$ cat config.mk
export PLATFORM = sky130hd
export DESIGN_NAME = det_seq_ctrl
export DESIGN_NICKNAME = d
export VERILOG_FILES = /design/src/rtl/det_seq_ctrl.sv
export SDC_FILE = /design/constraint.sdc
export NUM_CORES = 1
export LEC_CHECK = 0
export ABC_AREA = 1
export ABC_CLOCK_PERIOD_IN_PS = 4000
export CORE_MARGIN = 2
export CORE_UTILIZATION = 45
export DETAILED_ROUTE_END_ITERATION = 7
export DONT_BUFFER_PORTS = 1
export HOLD_SLACK_MARGIN = 0.08
export SLEW_MARGIN = 20
export SYNTH_ARGS = -nofsm -noshare
export SYNTH_HDL_FRONTEND = slang
export SYNTH_SLANG_ARGS = --single-unit
$ cat constraint.sdc
create_clock -name clk -period 4 [get_ports clk]
set_input_delay 1 -clock clk [delete_from_list [all_inputs] [get_ports clk]]
set_output_delay 1 -clock clk [all_outputs]
set_load 0.01 [all_outputs]
$ cat src/rtl/det_seq_ctrl.sv
// Stimulus sequencer and self-checker for the 4-bit-code sequence detector.
// Optional macro SEQ_ERR_HALT_EN: the first mismatch ends the run early.
module det_seq_ctrl #(
  parameter int DEPTH = 8,
  parameter int HOLD  = 4,
  localparam int AW   = $clog2(DEPTH)
) (
  input  logic          clk,
  input  logic          srst,
  input  logic          prog_we,
  input  logic [AW-1:0] prog_addr,
  input  logic [3:0]    prog_din,
  input  logic [1:0]    prog_exp,
  input  logic [AW:0]   len,
  input  logic          start,
  input  logic [7:0]    det_q,
  output logic [3:0]    det_din,
  output logic          det_srst,
  output logic          busy,
  output logic          done,
  output logic          err,
  output logic [AW-1:0] err_idx
);

  localparam int HW = $clog2(HOLD);
  localparam logic [HW-1:0] HOLD_LAST = HW'(HOLD - 1);
  localparam logic [AW:0] DEPTH_L = (AW + 1)'(DEPTH);

  if (HOLD < 4) begin : g_bad_hold
    $error("det_seq_ctrl: HOLD must be at least 4");
  end

  typedef enum logic [1:0] {IDLE, FLUSH, DRIVE, FIN} state_t;

  state_t        state_q, state_d;
  logic [1:0]    fcnt_q, fcnt_d;
  logic [HW-1:0] hcnt_q, hcnt_d;
  logic [AW-1:0] idx_q, idx_d;
  logic [AW:0]   len_q, len_d;
  logic          err_q, err_d;
  logic [AW-1:0] err_idx_q, err_idx_d;
  logic [3:0]    det_din_q, det_din_d;
  logic          det_srst_q, det_srst_d;

  logic [5:0]    mem [DEPTH];
  logic          mem_we;
  logic [5:0]    cur_entry;
  logic [7:0]    exp_val;
  logic          exp_rsvd;
  logic          mismatch;

  // Program RAM holds {din, exp}; deliberately not cleared by srst.
  always_ff @(posedge clk) begin
    if (mem_we && !srst) begin
      mem[prog_addr] <= {prog_din, prog_exp};
    end
  end

  assign cur_entry = mem[idx_q];

  always_comb begin
    exp_val  = 8'h00;
    exp_rsvd = 1'b0;
    case (cur_entry[1:0])
      2'b00:   exp_val = 8'h00;
      2'b01:   exp_val = 8'h55;
      2'b10:   exp_val = 8'hFF;
      default: exp_rsvd = 1'b1;
    endcase
    mismatch = exp_rsvd || (det_q != exp_val);
  end

  always_comb begin
    state_d    = state_q;
    fcnt_d     = fcnt_q;
    hcnt_d     = hcnt_q;
    idx_d      = idx_q;
    len_d      = len_q;
    err_d      = err_q;
    err_idx_d  = err_idx_q;
    mem_we     = 1'b0;
    det_din_d  = 4'h0;
    det_srst_d = 1'b0;

    case (state_q)
      IDLE: begin
        mem_we = prog_we;
        if (start) begin
          len_d     = (len > DEPTH_L) ? DEPTH_L : len;
          err_d     = 1'b0;
          err_idx_d = '0;
          fcnt_d    = 2'd0;
          state_d   = FLUSH;
        end
      end
      FLUSH: begin
        fcnt_d = fcnt_q + 2'd1;
        if (fcnt_q == 2'd2) begin
          fcnt_d  = 2'd0;
          hcnt_d  = '0;
          idx_d   = '0;
          state_d = (len_q == '0) ? FIN : DRIVE;
        end
      end
      DRIVE: begin
        hcnt_d = hcnt_q + 1'b1;
        if (hcnt_q == HOLD_LAST) begin
          hcnt_d = '0;
          if (mismatch && !err_q) begin
            err_d     = 1'b1;
            err_idx_d = idx_q;
          end
          if ({1'b0, idx_q} == len_q - 1'b1) begin
            state_d = FIN;
          end else begin
            idx_d = idx_q + 1'b1;
          end
`ifdef SEQ_ERR_HALT_EN
          if (mismatch) begin
            state_d = FIN;
          end
`endif
        end
      end
      FIN: begin
        state_d = IDLE;
      end
      default: begin
        state_d = IDLE;
      end
    endcase

    // Outputs are registered, so they are derived from the state being entered.
    det_srst_d = (state_d == FLUSH);
    if (state_d == DRIVE) begin
      det_din_d = mem[idx_d][5:2];
    end
  end

  always_ff @(posedge clk) begin
    if (srst) begin
      state_q    <= IDLE;
      fcnt_q     <= 2'd0;
      hcnt_q     <= '0;
      idx_q      <= '0;
      len_q      <= '0;
      err_q      <= 1'b0;
      err_idx_q  <= '0;
      det_din_q  <= 4'h0;
      det_srst_q <= 1'b0;
    end else begin
      state_q    <= state_d;
      fcnt_q     <= fcnt_d;
      hcnt_q     <= hcnt_d;
      idx_q      <= idx_d;
      len_q      <= len_d;
      err_q      <= err_d;
      err_idx_q  <= err_idx_d;
      det_din_q  <= det_din_d;
      det_srst_q <= det_srst_d;
    end
  end

  assign det_din  = det_din_q;
  assign det_srst = det_srst_q;
  assign busy     = (state_q != IDLE);
  assign done     = (state_q == FIN);
  assign err      = err_q;
  assign err_idx  = err_idx_q;

endmodule

### Yosys cells after proc, flatten, opt, wreduce, memory -nomap -nowiden

Memories as Yosys holds them, arrays and structs flattened. A register that Yosys moved wholly into a read port is not among the register bits.
Index checks and enable logic that the tools add are counted.

| storage, ports and cells | value |
|---|---|
| bits in registers | 18 |
| memory bits (writable) | 48 |
| bits of input ports | 25 |
| memories | 1 |

| operators by class | value |
|---|---|
| $add $sub $neg | 4 |
| order comparisons | 1 |
| equal/unequal tests | 15 |
| multiplexer cells | 31 |
| bitwise operators | 1 |
| reductions and logical operators | 18 |

Memories:

| name | depth | bits a word | read ports | clocked after Yosys merged registers in | write ports | line | RTL |
|---|---|---|---|---|---|---|---|
| mem | 8 | 6 | 2 | 2 | 1 | 45 | `logic [5:0] mem [DEPTH];` |

Operators with widths:

| operator | number |
|---|---|
| $mux 3 | 7 |
| $mux 2 | 8 |
| $pmux 8 s2 | 1 |
| $eq 2x2->1 const B | 6 |
| $pmux 3 s2 | 2 |
| $mux 1 | 8 |
| $ne 2x2->1 const B | 4 |
| $ne 8x8->1 | 1 |
| $pmux 2 s2 | 2 |
| $pmux 2 s4 | 1 |
| $reduce_bool 2->1 | 4 |
| $eq 2x1->1 const B | 3 |
| $reduce_and 2->1 | 3 |
| $add 2x1->2 const B | 2 |
| $eq 3x4->1 | 1 |
| $gt 4x4->1 const B | 1 |
| $logic_not 2->1 | 2 |
| $logic_not 4->1 | 1 |
| $mux 4 | 1 |
| $reduce_and 4->1 | 1 |
| $sub 4x1->4 const B | 1 |
| $add 3x1->3 const B | 1 |
| $reduce_or 3->1 | 1 |
| $logic_and 1x1->1 | 2 |
| 5 further kinds | 6 |

### Depth between registers and ports, before layout

| logic depth | value |
|---|---|
| depth after elaboration | 8 |
| mapped depth | 18 |

### Least setup slack after synthesis

Ideal clock, no wire load.

| timing | value |
|---|---|
| path kind | register to register |
| start point | register, netlist name idx_q[0] |
| end point | register err_idx_q[1], in the netlist err_idx[1] |
| library setup time | 71 ps |
| arrival time | 2,283 ps |
| data required time | 3,929 ps |
| path slack | 1,647 ps |
| stages on the path, launching flop included | 16 |
| buffers on the path | 1 |
| path through | dfxtp_1 > clkbuf_1 > o21ai_0 > o22ai_1 > inv_1 > o21ai_0 > inv_1 > ha_1 > nor4_1 > or2_2 > o2111ai_1 > nand2_1 > nand2_1 > nand2_1 > nand2_1 > a21oi_1 |

RTL lines:

| what | line | RTL |
|---|---|---|
| end signal: assignment | 158 | `err_idx_q <= err_idx_d;` |
| end: declaration | 41 | `logic [AW-1:0] err_idx_q, err_idx_d;` |

### Worst setup path after layout

| timing | value |
|---|---|
| start point | register idx_q[0] |
| end point | register err_idx_q[0], in the netlist err_idx[0] |

| on the way | value |
|---|---|
| word-level cells in the longest chain between the ends | 3 |

Ends and longest elaborated chain:

| what | line | RTL |
|---|---|---|
| start: declaration | 38 | `logic [AW-1:0] idx_q, idx_d;` |
| start signal: assignment | 155 | `idx_q <= idx_d;` |
| $mux 3 | 109 | `if (mismatch && !err_q) begin` |
| $mux 3 | 107 | `if (hcnt_q == HOLD_LAST) begin` |
| $pmux 3 s2 | 85 | `case (state_q)` |

No other way between the ends. The select of a mux whose other input is x is not followed.
A chain may end at the register's enable or synchronous reset.

==> results by group <==
Outcome
  • Outcome: completed

Route
  • 1st-pass router iterations: 4
  • DRC: 0
  • Routed via count: 2272
  • Post-detailed-route wirelength per cell: 13.62 um
  • WL final: 6.320 mm
  • DRT iter0 DRCs: 129
  • Final ANT Viol Nets: 0
  • Via/cell ratio: 4.897

Cells and area
  • Number of fill cells: 711
  • Layout Nets: 394
  • Syn-to-layout area delta: 8.265%
  • Ant. Diodes: 0
  • Share of cells above drive strength 1: 9.315%

Yosys
  • Yosys warnings: 0
  • Asr flop ratio synth: 0%
  • Largest family of logic cells by synthesized area: simple AND/OR/NAND/NOR gates
  • Cell taking the most area after synthesis: edfxtp_1
  • Count leader, synth: nand2_1
  • #FFs+latches synth: 70
  • Post-Synthesis Cells: 358
  • Netlist Area Pre-Place: 0.003331 mm2
  • Post-synth net total: 392
  • Top FF cell, synth: edfxtp_1
  • Syn Area/Cell: 9.304 um2
  • Compound-cell area share of the yosys netlist: 7.250%
  • Cell variety after synth: 37
  • Post-Synth XOR/XNOR Area: 0.5259%
  • Synth top area cells: edfxtp_1 43%, dfxtp_1 13%, nand2_1 7.0%, inv_1 5.5%, nor2_1 5.4%
  • Number of synthesized flops with an enable pin: 48
  • Synth Area in Simple Gates: 24.31%
  • Mux cell area share after synthesis: 0%
  • Most frequent cells after synthesis: 62 x nand2_1, 49 x inv_1, 48 x edfxtp_1, 48 x nor2_1, 34 x nand3_1
  • Synth Area in Adders: 3.381%
  • Sequential element share of the synthesized area: 56.50%
  • Post-synth top area share: 43.28%

Floorplanning
  • Io pins: 36
  • Die Ht: 90.03 um
  • Die ar.: 0.008105 mm2
  • Die W: 90.03 um
  • Starting density of the core: 46.17%
  • Total core area: 0.007214 mm2
  • Rows: 31

Run
  • Max-Cap Viols: 0

Clock network
  • Reg clk slew, reported paths: 0.07 ns
  • Num CTS Buffers: 9
  • H-tree depth: 3
  • Clock Latency Late Sink: 0.34 ns
  • Clk root buf: clkbuf_8
  • Clock buffer depth: 2
  • Clk sink count: 70
  • Setup Buffers After CTS: 0
  • CTS Hold Bufs: 0
  • Post-cts sizing count: 0
  • CTS tree: yes

Pwr
  • Internal power: 0.001170 W
  • Switching pwr: 0.0003422 W
  • Sequential share of power: 52.7%
  • Share of total power in the clock network: 41.0%
  • Maximum VDD drop: 0.2281 mV
  • Combinational share of power: 6.3%
  • Leakage: 1.413 nW
  • Sw Share: 22.64%
  • PD cells: 419.3 mW/mm2

STA
  • Final worst slack: 1.258 ns
  • Clock skew: 0.008855 ns
  • Setup TNS: 0 ns
  • Final period util: 68.55%
  • Max Slew Vio Count: 0
  • RSZ-0062 raised after global routing: no
  • Least-Margin Pin Slew: 0.6667 ns
  • Clock period minus worst slack: 2.742 ns
  • Slew headroom: 55.39%
  • FMAX: 364.7 MHz
  • Final setup viols: 0
  • Hold Vio Cnt, Final: 0

Critical path
  • FF-to-FF path depth: 14
  • Critical-path top delay cell: dfxtp_1
  • Kind of critical path: reg2reg
  • Critical-path maximum fanout: 13
  • CP required: 4.27 ns
  • Slowest stage delay, CP: 0.58 ns
  • Worst setup EP type: register
  • Startpoint types: register
  • Crit path arrival time: 3.01 ns
  • Worst setup path start: idx_q[0]$_SDFF_PP0_
  • FF-to-FF Start: idx_q[0]$_SDFF_PP0_
  • CP cell instances: clkinv_1, o21ai_0, o22ai_1, nor2_1, a31oi_1, ha_1, inv_1, nor4_1, o2111ai_1, nand2_1, nand2_1, nand2_1, nand2_1, a21oi_1
  • Worst path most repeated cell: nand2_1

Global routing
  • Largest net degree at the start of global routing: 21
  • Vias in the first global route: 2299
  • Total track usage: 17.23%
  • Antenna violations before repair: 0
  • GRT Residual Overflow: 0
  • First-pass GRT wire length: 11.00 mm

Hold path
  • HP Class: reg2reg
  • Hold Startpoint: hcnt_q[1]$_SDFFE_PP0P_
  • Worst hold stages: 2

Placed design
  • Pre-CTS setup slack: 1.255 ns
  • GPL Wtd Cong: 0.8493
  • Buffers on Ports: 0
  • Hpwl dp: 4.533 mm
-- layer usage --
metal	routed length (um)	GRT usage, %	up-vias
met5	0	0	-
met4	72	4.231	0
met3	354	6.454	7
met2	3096	29.57	48
met1	2796	20.53	1024
li1	-	-	1193
-- through the flow --
stage,cell area [um2],total power [W],cells,util [%],hold WS (ns)
after global placement,3386,0.0009066,448,46.93,0.4659
after detailed placement,3386,0.0009086,448,46.93,0.4728
final,3606,0.001512,464,49.98,0.4868
after CTS,3606,0.001526,464,49.98,0.4849
after global routing,3606,0.001581,464,49.98,0.5162
after floorplan,3331,0.0008940,358,-,0.4576
-- worst paths after layout --
check                            end  slack (ns)
max          err_idx[0]$_SDFFE_PP0P_        1.26
min           hcnt_q[1]$_SDFFE_PP0P_        0.49
max reg2reg  err_idx[0]$_SDFFE_PP0P_        1.26
min reg2reg   hcnt_q[1]$_SDFFE_PP0P_        0.49
-- cells by family after synthesis --
logic type                 count (synthesis)
AOI/OAI and AO/OA                         41
DFF                                       70
buffers and inverters                     62
xor gates and xnor gates                   2
adders and majority gates                  9
and+or+nand+nor                          174
-- layout by cell type (no fill, tap or decap), types with 3 or more instances in the layout --
master and count:
inv_2 3, o22ai_1 3, nor2_1 48, dfxtp_1 22, o21ai_0 15, nand4_1 6, ha_1 9, nand2_1 62
clkbuf_8 9, nand3b_1 4, edfxtp_1 48, nand2_2 6, nand2_4 3, nor4_1 4, nand3_1 34, inv_1 49
a211oi_1 3, a21oi_1 13
-- critical path, delay by kind of cell, from the launching register on --
family,cells,cell delay (ns)
AND/OR/NAND/NOR,6,0.72
AO/OA/AOI/OAI,5,0.68
flip-flops,1,0.58
buffers and inverters,2,0.40
adder cells (fa/ha/maj),1,0.30
-- power by group through the flow --
stage,clock (W),combinational (W),sequential (W)
after floorplan,0,0.0000833,0.000811
final,0.000620,0.0000946,0.000797
after global routing,0.000672,0.000110,0.000799
after global placement,0,0.0000935,0.000813
after CTS,0.000633,0.0000954,0.000797
after detailed placement,0,0.0000951,0.000814
-- layout make-up --
class	count	area, um2	area share (%)
clock buffer	9	123.9	3.435
clock inverter	7	96.34	2.672
inverter	53	198.9	5.517
multi-input combinational	226	1181	32.75
sequential	70	1882	52.19
tap	99	123.9	3.435
-- flip-flops by register name (all words and copies together), names as in the netlist, 2 cells and up --
register  flops
det_din       4
hcnt_q        2
state_q       2
err_idx       3
fcnt_q        2
len_q         4
mem          48
idx_q         3
Power figures use the tool's default switching activity.
